File: src/rtl/camac_pkg.sv
// Shared types and helpers for the CAMAC dataway master.
package camac_pkg;

  typedef enum logic [1:0] {
    KIND_NAF  = 2'd0,
    KIND_C    = 2'd1,
    KIND_Z    = 2'd2,
    KIND_RSVD = 2'd3
  } cmd_kind_e;

  localparam logic [1:0] FCLASS_READ  = 2'b00;
  localparam logic [1:0] FCLASS_WRITE = 2'b10;
  localparam logic [4:0] STATION_MAX  = 5'd23;

  typedef enum logic [2:0] {
    ST_IDLE,
    ST_SETUP,
    ST_STROBE1,
    ST_GAP,
    ST_STROBE2,
    ST_HOLD,
    ST_RESP
  } state_e;

  function automatic logic is_read(input logic [4:0] f);
    return f[4:3] == FCLASS_READ;
  endfunction

  function automatic logic is_write(input logic [4:0] f);
    return f[4:3] == FCLASS_WRITE;
  endfunction

  function automatic int max_t(input int a, input int b);
    return (a > b) ? a : b;
  endfunction

endpackage

File: src/rtl/camac_phase_timer.sv
// Loadable down-counter shared by every dataway phase; done while the count is zero.
module camac_phase_timer #(
  parameter int CW = 5
) (
  input  logic          clk,
  input  logic          rst,
  input  logic          load,
  input  logic [CW-1:0] load_val,
  output logic          done
);

  logic [CW-1:0] cnt_q, cnt_d;

  always_comb begin
    cnt_d = cnt_q;
    if (load) begin
      cnt_d = load_val;
    end else if (cnt_q != '0) begin
      cnt_d = cnt_q - 1'b1;
    end
  end

  always_ff @(posedge clk) begin
    if (rst) cnt_q <= '0;
    else     cnt_q <= cnt_d;
  end

  assign done = (cnt_q == '0);

endmodule

File: src/rtl/camac_dataway_master.sv
// CAMAC crate-controller dataway master: one command -> one timed N.A.F / C / Z cycle -> one response.
// IDLE: accepting | SETUP: lines valid | STROBE1: S1 | GAP | STROBE2: S2 | HOLD: lines held | RESP: response
module camac_dataway_master
  import camac_pkg::*;
#(
  parameter int T_SETUP = 10,
  parameter int T_S1    = 10,
  parameter int T_GAP   = 10,
  parameter int T_S2    = 10,
  parameter int T_HOLD  = 10
) (
  input  logic        clk,
  input  logic        rst,
  input  logic        cmd_valid,
  output logic        cmd_ready,
  input  logic [1:0]  cmd_kind,
  input  logic [4:0]  cmd_n,
  input  logic [3:0]  cmd_a,
  input  logic [4:0]  cmd_f,
  input  logic [23:0] cmd_wdata,
  output logic        rsp_valid,
  input  logic        rsp_ready,
  output logic [23:0] rsp_rdata,
  output logic        rsp_q,
  output logic        rsp_x,
  output logic        rsp_err,
  output logic [4:0]  camac_n,
  output logic [3:0]  camac_a,
  output logic [4:0]  camac_f,
  output logic [23:0] camac_w,
  output logic        camac_b,
  output logic        camac_s1,
  output logic        camac_s2,
  output logic        camac_c,
  output logic        camac_z,
  input  logic [23:0] camac_r,
  input  logic        camac_q,
  input  logic        camac_x
);

  localparam int T_MAX = max_t(max_t(max_t(T_SETUP, T_S1), max_t(T_GAP, T_S2)), T_HOLD);
  localparam int CW    = $clog2(T_MAX) + 1;

  state_e      state_q, state_d;
  cmd_kind_e   kind_q, kind_d;
  logic [4:0]  n_q, n_d, f_q, f_d;
  logic [3:0]  a_q, a_d;
  logic [23:0] w_q, w_d, rdata_q, rdata_d;
  logic        q_q, q_d, x_q, x_d, err_q, err_d;
  logic        timer_load, timer_done, reject;
  logic [CW-1:0] timer_val;

  camac_phase_timer #(.CW(CW)) u_timer (
    .clk      (clk),
    .rst      (rst),
    .load     (timer_load),
    .load_val (timer_val),
    .done     (timer_done)
  );

  assign reject = (cmd_kind == KIND_RSVD) ||
                  ((cmd_kind == KIND_NAF) && ((cmd_n == 5'd0) || (cmd_n > STATION_MAX)));

  always_comb begin
    state_d    = state_q;
    kind_d     = kind_q;
    n_d        = n_q;
    a_d        = a_q;
    f_d        = f_q;
    w_d        = w_q;
    rdata_d    = rdata_q;
    q_d        = q_q;
    x_d        = x_q;
    err_d      = err_q;
    timer_load = 1'b0;
    timer_val  = '0;
    case (state_q)
      ST_IDLE: begin
        if (cmd_valid) begin
          kind_d  = cmd_kind_e'(cmd_kind);
          n_d     = cmd_n;
          a_d     = cmd_a;
          f_d     = cmd_f;
          w_d     = cmd_wdata;
          rdata_d = '0;
          q_d     = 1'b0;
          x_d     = 1'b0;
          err_d   = reject;
          if (reject) begin
            state_d = ST_RESP;
          end else begin
            state_d    = ST_SETUP;
            timer_load = 1'b1;
            timer_val  = CW'(T_SETUP - 1);
          end
        end
      end
      ST_SETUP: begin
        if (timer_done) begin
          timer_load = 1'b1;
          // C and Z cycles carry no S1 strobe
          if (kind_q == KIND_NAF) begin
            state_d   = ST_STROBE1;
            timer_val = CW'(T_S1 - 1);
          end else begin
            state_d   = ST_GAP;
            timer_val = CW'(T_GAP - 1);
          end
        end
      end
      ST_STROBE1: begin
        if (timer_done) begin
          rdata_d    = is_read(f_q) ? camac_r : '0;
          q_d        = camac_q;
          x_d        = camac_x;
          state_d    = ST_GAP;
          timer_load = 1'b1;
          timer_val  = CW'(T_GAP - 1);
        end
      end
      ST_GAP: begin
        if (timer_done) begin
          state_d    = ST_STROBE2;
          timer_load = 1'b1;
          timer_val  = CW'(T_S2 - 1);
        end
      end
      ST_STROBE2: begin
        if (timer_done) begin
          state_d    = ST_HOLD;
          timer_load = 1'b1;
          timer_val  = CW'(T_HOLD - 1);
        end
      end
      ST_HOLD: begin
        if (timer_done) state_d = ST_RESP;
      end
      ST_RESP: begin
        if (rsp_ready) state_d = ST_IDLE;
      end
      default: state_d = ST_IDLE;
    endcase
  end

  always_ff @(posedge clk) begin
    if (rst) begin
      state_q <= ST_IDLE;
      kind_q  <= KIND_NAF;
      n_q     <= '0;
      a_q     <= '0;
      f_q     <= '0;
      w_q     <= '0;
      rdata_q <= '0;
      q_q     <= 1'b0;
      x_q     <= 1'b0;
      err_q   <= 1'b0;
    end else begin
      state_q <= state_d;
      kind_q  <= kind_d;
      n_q     <= n_d;
      a_q     <= a_d;
      f_q     <= f_d;
      w_q     <= w_d;
      rdata_q <= rdata_d;
      q_q     <= q_d;
      x_q     <= x_d;
      err_q   <= err_d;
    end
  end

  logic busy, naf;
  assign busy = (state_q == ST_SETUP) || (state_q == ST_STROBE1) || (state_q == ST_GAP) ||
                (state_q == ST_STROBE2) || (state_q == ST_HOLD);
  assign naf  = busy && (kind_q == KIND_NAF);

  // Held low during reset so every output reads 0 while rst is asserted
  assign cmd_ready = (state_q == ST_IDLE) && !rst;
  assign rsp_valid = (state_q == ST_RESP);
  assign rsp_rdata = rdata_q;
  assign rsp_q     = q_q;
  assign rsp_x     = x_q;
  assign rsp_err   = err_q;

  assign camac_b  = busy;
  assign camac_n  = naf ? n_q : '0;
  assign camac_a  = naf ? a_q : '0;
  assign camac_f  = naf ? f_q : '0;
  assign camac_w  = (naf && is_write(f_q)) ? w_q : '0;
  assign camac_s1 = (state_q == ST_STROBE1);
  assign camac_s2 = (state_q == ST_STROBE2);
  assign camac_c  = busy && (kind_q == KIND_C);
  assign camac_z  = busy && (kind_q == KIND_Z);

endmodule

File: config.mk
export PLATFORM = sky130hd
export DESIGN_NAME = camac_dataway_master
export DESIGN_NICKNAME = d
export VERILOG_FILES = /design/src/rtl/camac_pkg.sv /design/src/rtl/camac_phase_timer.sv /design/src/rtl/camac_dataway_master.sv
export SDC_FILE = /design/constraint.sdc
export NUM_CORES = 1
export LEC_CHECK = 0
export BUFFER_PORTS_ARGS = -buffer_cell sky130_fd_sc_hd__buf_2
export CORE_ASPECT_RATIO = 0.8
export CORE_UTILIZATION = 43
export DETAILED_ROUTE_END_ITERATION = 7
export PLACE_DENSITY = 0.81
export SYNTH_ARGS = -nofsm -noshare
export SYNTH_HDL_FRONTEND = slang
export SYNTH_SLANG_ARGS = --single-unit
File: constraint.sdc
create_clock -name clk -period 1.8 [get_ports clk]
set_input_delay 0.27 -clock clk [delete_from_list [all_inputs] [get_ports clk]]
set_output_delay 0.27 -clock clk [all_outputs]
set_load 0.005 [all_outputs]
==> impl_metrics.json, run 1 <==
{
  "outcome": "finished with violations",
  "failed_checks": "negative setup slack",
  "p_per_area_mw_per_mm2": 1390,
  "hold_class": "input pin to flip-flop",
  "cts-root-buf": "clkbuf_8",
  "fin_crit_sh_pct": 121,
  "period_needed_ns": 2.18,
  "leakage_uw": 0.00219,
  "rr_endpoint": "rsp_rdata[11]",
  "syn_nets": 502,
  "cts-hold-fix-buffers": 0,
  "num_vias": 3705,
  "synthSimpleGateAreaFrac_pct": 32.2,
  "synth.avg_cell_area_um2": 7.75,
  "route.detailed.drc": 0,
  "max_freq_ghz": 0.459,
  "final_common_cell": "buf_2",
  "rsz0062_at_grt": "yes",
  "worstPathArrival_ns": 1.91,
  "detailed_place_hpwl_um": 6510,
  "synth_cell_types": 43,
  "setup_violations": 38,
  "htree_levels": 3,
  "nNetsFinal": 658,
  "grt_pass1_wl_um": 14100,
  "antenna_found_initial": 0,
  "drtIter0Drc": 224,
  "wl_met2_um": 5230,
  "syn_inst": 430,
  "end_kind": "primary output",
  "tightestPinTransition_ns": 0.447,
  "viasPerCell": 5.32,
  "final-hold-violation-count": 0,
  "yosys.area_share.xor_xnor_pct": 0.263,
  "synth_fa_ha_area_share_pct": 0.751,
  "timing.rr.start": "state_q[1]",
  "wl_um": 10400,
  "routed-wl-met3_um": 723,
  "layout_common_cells": "buf_2 (125), nand2_1 (118), dfxtp_1 (72)",
  "yosysSeqAreaShare_pct": 45.1,
  "dpl_cell_area_mm2": 0.00422,
  "start_util_pct": 44.6,
  "globalplace.congestion": 0.852,
  "fin_ws_ns": -0.378,
  "r2r_slack_ns": 0,
  "hold_start": "cmd_wdata[14]",
  "antennaDiodeCount": 0,
  "max-vdd-ir-drop_v": 0.000770,
  "clock_sinks": 75,
  "synth_top_family_by_area": "simple AND/OR/NAND/NOR gates",
  "hold_ws_ns": 0.145,
  "netlist_area_mm2": 0.00333,
  "cts_tree": "done",
  "die_w_um": 100,
  "rows": 28,
  "critPathKind": "flip-flop to primary output",
  "grt_usage_pct": 22.3,
  "synth_mux_area_share_pct": 0.301,
  "drv_slew": 0,
  "io-pin-count": 142,
  "dieArea_mm2": 0.00810,
  "slew_headroom_pct": 70.2,
  "layout.cells.non_filler": 696,
  "worstSetupStartpointType": "flip-flop",
  "yosys_warnings": 0,
  "fin_skew_ns": 0.0135,
  "final_layout_size_suffix_gt1_share_pct": 38.6,
  "whs_endpoint": "w_q[14]",
  "m1WireLength_um": 4200,
  "cts.reportedPaths.clkPinSlew_ns": 0.08,
  "area_growth_syn_to_layout_pct": 44.6,
  "reg2reg_depth": 10,
  "synth_compound_area_share_pct": 15.8,
  "portBuffers": 141,
  "grt_pass1_vias": 3042,
  "design_area_mm2": 0.00482,
  "drt_first_pass_iters": 4,
  "max_cap_violations": 0,
  "clk_latency_ns": 0.36,
  "die_y_um": 80.7,
  "gr-total-overflow": 0,
  "drtAntennaViolNets": 0,
  "coreArea_mm2": 0.00746,
  "critPathMaxFanout": 22,
  "dp_slack_ns": 0.0246,
  "grt_max_degree": 27,
  "cts_buffers": 9,
  "ys_ff_latch": 75,
  "top_layer": "met4",
  "place_inst": 665,
  "cts_max_path_buffers": 2,
  "wire_per_inst_um": 14.9,
  "hold_path_depth": 3,
  "crit_required_ns": 1.53
}
-- state kept, by name (all words and copies together), names as in the netlist --
signal         flops
rsp_q              1
f_q                5
rsp_err            1
rsp_x              1
n_q                5
u_timer.cnt_q      5
w_q               24
state_q            3
kind_q             2
a_q                4
rsp_rdata         24
-- Yosys cell counts (all sizes together) --
library cell	number	area share, %
nor4b	2	0.98
and3b	1	0.26
nand2b	2	0.38
o22a	1	0.26
xnor2	1	0.26
a21oi	73	11
nor3b	4	1.4
a221oi	1	0.26
or4b	1	0.30
and3	1	0.34
a221o	1	0.30
dfxtp	75	45
nor4	1	0.19
o21a	2	0.45
o211a	1	0.30
clkbuf	24	2.7
o22ai	1	0.19
o21ai	5	0.75
a31oi	1	0.19
nor4bb	1	0.30
ha	2	0.75
a21boi	2	0.45
mux2i	1	0.30
and2	41	7.7
buf	9	2.4
or3	3	0.71
nor3	6	0.90
nand2	119	13
a21o	2	0.45
nand3	28	4.2
inv	4	0.45
o211ai	1	0.23
o221a	1	0.34
nor2	10	1.1
a2111oi	1	0.30
o221ai	1	0.26
-- cell type report --
type	instances	area, um2
Timing Repair Buffer	178	1240
Tap cell	105	131
Fill cell	642	2650
Inverter	4	15.0
Sequential cell	75	1510
Multi-Input combinational cell	318	1740
Clock inverter	7	58.8
Clock buffer	9	124
-- critical path, cell delays in order, from the launching register on --
cell and delay, ns:
dfxtp_2 0.33, or3_4 0.38, and3_4 0.16, and3b_2 0.25
buf_12 0.16, and2_1 0.16, buf_2 0.13
-- what timing repair did --
item | CTS | global route
pin swaps | 1 | 15
gates resized for setup | 17 | 34
buffers inserted | 3 | 7
endpoints found under the setup margin | 42 | 74
gates cloned | 1 | 5
-- routing by layer --
layer | global-route usage (%) | vias to the layer above
met5 | 0 | -
met4 | 7.83 | 0
met3 | 6.18 | 35
met2 | 38.8 | 197
met1 | 26.6 | 1721
li1 | - | 1752
-- kinds of logic after synthesis --
| logic type | count (synthesis) |
|---|---|
| AND/OR/NAND/NOR | 220 |
| adder cells (fa/ha/maj) | 2 |
| multiplexers | 1 |
| AO/OA/AOI/OAI | 94 |
| buffers and inverters | 37 |
| XOR/XNOR | 1 |
| flip-flops | 75 |
-- stage by stage --
stage	power [uW]	util, %	setup TNS [ns]
after floorplan	3710	-	0
after detailed placement	4550	56.5	0
after global placement	4460	56.5	0
after CTS	6030	60.5	-12.87
final	6700	64.5	-12.92
after global routing	7070	64.5	-15.98
-- worst max path at each step --
stage | startpoint | endpoint | slack [ns] | depth (start not counted)
global placement | state_q[1] | camac_w[0] | 0.07 | 6
CTS | state_q[1] | camac_w[18] | -0.35 | 6
global route | state_q[1] | camac_w[6] | -0.44 | 6
finish | state_q[1] | camac_w[6] | -0.38 | 6
detailed placement | state_q[1] | camac_w[23] | 0.02 | 6
floorplan | state_q[1] | camac_w[10] | 0.03 | 6
-- where the power goes --
group | switching (uW) | total (uW) | internal [uW]
sequential | 211 | 2180 | 1970
combinational | 1680 | 3310 | 1630
clock | 685 | 1210 | 521
(Power assumes the default switching activity.)
==> inputs of run 2 (changes only) <==
BUFFER_PORTS_ARGS = unset   (was -buffer_cell sky130_fd_sc_hd__buf_2)
CORE_UTILIZATION = 56   (was 43)
DONT_BUFFER_PORTS = 1   (was unset)
PLACE_DENSITY = 0.79   (was 0.81)
==> impl_metrics.json, run 2 (synthesis gave the netlist of run 1 again) <==
{
  "outcome": "finished with violations",
  "failed_checks": "negative setup slack",
  "period_needed_ns": 1.93,
  "detailed_place_hpwl_um": 5310,
  "final_layout_size_suffix_gt1_share_pct": 18.3,
  "dpl_cell_area_mm2": 0.00343,
  "clock_sinks": 75,
  "hold_class": "input pin to flip-flop",
  "internal_power_uw": 3790,
  "wl_um": 8160,
  "htree_levels": 3,
  "area_growth_syn_to_layout_pct": 15.4,
  "cts.reportedPaths.clkPinSlew_ns": 0.08,
  "setup_violations": 38,
  "viasPerCell": 5.60,
  "wire_per_inst_um": 15.8,
  "slew_headroom_pct": 73.3,
  "p_sw_share_pct": 36.9,
  "design_area_mm2": 0.00384,
  "io-pin-count": 142,
  "route.detailed.drc": 0,
  "worstSetupStartpointType": "flip-flop",
  "rsz0062_at_grt": "yes",
  "crit_required_ns": 1.53,
  "end_kind": "primary output",
  "fin_ws_ns": -0.131,
  "globalplace.congestion": 0.841,
  "drt_first_pass_iters": 4,
  "coreArea_mm2": 0.00559,
  "drtIter0Drc": 170,
  "final-hold-violation-count": 0,
  "p_per_area_mw_per_mm2": 1560,
  "rows": 24,
  "num_vias": 2888,
  "die_y_um": 71.0,
  "finalSetupTns_ns": -3.88,
  "critPathKind": "flip-flop to primary output",
  "max_freq_ghz": 0.518,
  "drv_slew": 0,
  "final_common_cell": "nand2_1",
  "clk_latency_ns": 0.35,
  "tightestPinTransition_ns": 0.401,
  "dp_slack_ns": -0.0240,
  "leakage_uw": 0.00146,
  "start_util_pct": 59.6,
  "layout_common_cells": "nand2_1 (119), dfxtp_1 (73), a21oi_1 (71)",
  "dieArea_mm2": 0.00626,
  "antenna_found_initial": 0,
  "cts_max_path_buffers": 2,
  "grt_pass1_wl_um": 12200,
  "grt_pass1_vias": 2560,
  "max_cap_violations": 0,
  "grt_max_degree": 70,
  "fin_skew_ns": 0.00726,
  "max-vdd-ir-drop_v": 0.000761,
  "critPathMaxFanout": 6,
  "cts_buffers": 9,
  "worstPathArrival_ns": 1.66,
  "power.switching_uw": 2210,
  "cts_tree": "done",
  "drtAntennaViolNets": 0,
  "fillCellCount": 462,
  "pwr-share-comb_pct": 38.7,
  "antennaDiodeCount": 0,
  "pwr-share-seq_pct": 36.4,
  "pwr-share-clk_pct": 24.9,
  "die_w_um": 88.2,
  "gr-total-overflow": 0,
  "grt_usage_pct": 25.5,
  "nNetsFinal": 505,
  "portBuffers": 0,
  "cts-root-buf": "clkbuf_8",
  "fin_crit_sh_pct": 107
}
## run 2: timing repair
item,4_1_cts,5_1_grt
hold buffers,1,0
resized for setup,25,10
pin swaps,13,13
endpoints found under the hold margin,69,0
buffers inserted,1,4
endpoints found under the setup margin,38,99
cloned,3,0
## run 2: worst paths after layout
kind	to	slack, ns	startpoint	depth (start not counted)
worst max register to register	state_q[0]	0.04	u_timer.cnt_q[0]	6
worst min-delay path	a_q[3]	0.04	cmd_a[3]	2
worst max-delay path	camac_w[9]	-0.13	state_q[0]	4
worst min register to register	a_q[3]	0.45	a_q[3]	2
## run 2: metrics by stage
step	utilization (%)	hold WS, ns	instances	total power, uW
after floorplan	-	0.406	430	3710
after global placement	61.5	0.348	491	4230
after detailed placement	61.5	0.349	491	4280
after CTS	67.7	0.0339	512	5880
after global routing	68.8	0.0304	516	6350
final	68.8	0.0443	516	6000
## run 2: critical path, cell delays in order, from the launching register on
cell,delay [ns]
dfxtp_2,0.33
or3_4,0.38
and3_4,0.18
and3b_2,0.27
and2_4,0.15
## run 2: layout make-up
| type | count | area [um2] | share of cell area [%] |
|---|---|---|---|
| Clock buffer | 10 | 138 | 3.58 |
| Tap cell | 78 | 97.6 | 2.54 |
| Inverter | 4 | 15.0 | 0.391 |
| Sequential cell | 75 | 1500 | 39.1 |
| Timing Repair Buffer | 22 | 235 | 6.12 |
| Multi-Input combinational cell | 321 | 1760 | 45.8 |
| Clock inverter | 6 | 95.1 | 2.47 |
## run 2: power groups by stage
stage	Sequential, uW	Combinational [uW]	Clock (uW)
after floorplan	2130	1580	0
after CTS	2170	2190	1520
after detailed placement	2200	2080	0
after global routing	2220	2550	1580
after global placement	2180	2050	0
final	2180	2320	1490
## run 2: layer usage
layer  track usage, %  routed length, um
met5                0                  0
met2             40.2               3860
met1             31.3               3530
met4             11.6                140
met3             9.10                632
==> inputs of run 3 (changes only) <==
CORE_UTILIZATION = 35   (was 56)
PLACE_DENSITY = 0.56   (was 0.79)
==> impl_metrics.json, run 3 (synthesis gave the netlist of run 1 again) <==
{
  "drtAntennaViolNets": 0,
  "grt_pass1_vias": 2580,
  "nNetsFinal": 511,
  "rsz0062_at_grt": "yes",
  "gr-total-overflow": 0,
  "detailed_place_hpwl_um": 5790,
  "grt_pass1_wl_um": 13500,
  "cp_cell_sequence": "or3_4 > and3_4 > and3b_1 > buf_6 > and2_1",
  "globalplace.congestion": 0.785,
  "worstPathArrival_ns": 1.73,
  "portBuffers": 0,
  "layout_common_cells": "nand2_1 (119), dfxtp_1 (73), a21oi_1 (72)",
  "cts.reportedPaths.clkPinSlew_ns": 0.06,
  "reg2reg_depth": 6,
  "clk_latency_ns": 0.33,
  "cpLargestDelayFamily": "simple AND/OR/NAND/NOR gates",
  "p_sw_share_pct": 35.2,
  "hold_ws_ns": 0.0115,
  "wire_per_inst_um": 16.4,
  "viasPerCell": 5.24,
  "timing.rr.start": "u_timer.cnt_q[0]",
  "period_needed_ns": 2.00,
  "total_power_uw": 6250,
  "final-hold-violation-count": 0,
  "start_util_pct": 36.4,
  "setup_violations": 38,
  "area_growth_syn_to_layout_pct": 18.0,
  "failed_checks": "design-rule violations, negative setup slack",
  "crit_required_ns": 1.53,
  "hold_class": "input pin to flip-flop",
  "max_freq_ghz": 0.499,
  "critPathMaxFanout": 22,
  "grt_usage_pct": 17.9,
  "antennaDiodeCount": 0,
  "cts_tree": "done",
  "antenna_found_initial": 0,
  "io-pin-count": 142,
  "drtIter0Drc": 162,
  "seq_area_mm2": 0.00150,
  "critPathKind": "flip-flop to primary output",
  "pwr-share-comb_pct": 37.7,
  "final_layout_size_suffix_gt1_share_pct": 12.4,
  "drv_slew": 0,
  "path_depth": 5,
  "coreArea_mm2": 0.00915,
  "drt_first_pass_iters": 6,
  "cts_buffers": 9,
  "die_w_um": 111,
  "final_common_cell": "nand2_1",
  "cp-endpoint": "camac_w[15]",
  "worstSetupStartpointType": "flip-flop",
  "slowest_delay_ns": 0.38,
  "critPathSlowestCell": "or3_4",
  "rows": 31,
  "p_per_area_mw_per_mm2": 1590,
  "leakage_uw": 0.00147,
  "max-vdd-ir-drop_v": 0.000612,
  "num_vias": 2929,
  "slew_headroom_pct": 44.5,
  "cp_num_buf_inv": 1,
  "wl_um": 9180,
  "fin_ws_ns": -0.203,
  "fin_crit_sh_pct": 111,
  "internal_power_uw": 4050,
  "grt_max_degree": 33,
  "route.detailed.drc": 18,
  "r2r_slack_ns": 0.10,
  "fillCellCount": 920,
  "outcome": "finished with violations",
  "cts-root-buf": "clkbuf_16",
  "clock_sinks": 75,
  "dp_slack_ns": 0.0573,
  "multi_input_area_mm2": 0.00168,
  "tightestPinTransition_ns": 0.830,
  "dieArea_mm2": 0.00991,
  "max_cap_violations": 0,
  "die_y_um": 89.3,
  "fin_skew_ns": 0.00744,
  "pwr-share-seq_pct": 34.5,
  "pwr-share-clk_pct": 27.8,
  "setup.worst_path.start": "state_q[1]",
  "end_kind": "primary output",
  "power.switching_uw": 2200,
  "htree_levels": 3,
  "cts_max_path_buffers": 2,
  "rr_endpoint": "state_q[0]"
}
run 3: stage by stage:
| stage | std cells | cell area [um2] | utilization [%] | setup TNS, ns |
|---|---|---|---|---|
| final | 559 | 3930 | 42.9 | -4.81 |
| after global routing | 559 | 3930 | 42.9 | -6.79 |
| after CTS | 557 | 3900 | 42.6 | -5.67 |
| after detailed placement | 533 | 3520 | 38.4 | 0 |
| after global placement | 533 | 3520 | 38.4 | 0 |
| after floorplan | 430 | 3330 | - | 0 |
run 3: area by class of cell:
type                            instances  area share [%]
Multi-Input combinational cell        318            42.6
Sequential cell                        75            38.3
Timing Repair Buffer                   31            7.80
Clock buffer                           11            5.92
Tap cell                              115            3.66
Clock inverter                          5            1.37
Inverter                                4           0.382
run 3: power groups by stage:
stage | clock network (uW) | logic (uW) | registers [uW]
2_1_floorplan | 0 | 1580 | 2130
3_3_place_gp | 0 | 2150 | 2180
3_5_place_dp | 0 | 2180 | 2190
4_1_cts | 1780 | 2260 | 2150
5_1_grt | 1850 | 2620 | 2200
6_report | 1740 | 2360 | 2160
run 3: metal layers:
layer	vias up	GRT usage (%)	wire, um
met4	0	6.27	133
met3	10	5.22	548
met2	88	30.1	4450
met5	-	0	0
met1	1382	22.2	4040
li1	1449	-	-
run 3: how the worst min path moves through the flow:
stage / start / to / depth (start not counted)
after floorplan: cmd_a[0] / a_q[0] / 2
after global placement: rst / kind_q[0] / 1
after CTS: rst / w_q[11] / 1
after detailed placement: rst / w_q[18] / 1
after global routing: rst / state_q[0] / 1
final: rst / state_q[0] / 1
run 3: timing repair:
action                                 in CTS  in global routing
setup endpoints to repair                  38                 47
hold buffers                                8                  0
gates resized for setup                     6                  5
pin swaps                                   0                  2
setup buffers                               0                  2
endpoints found under the hold margin      15                  0
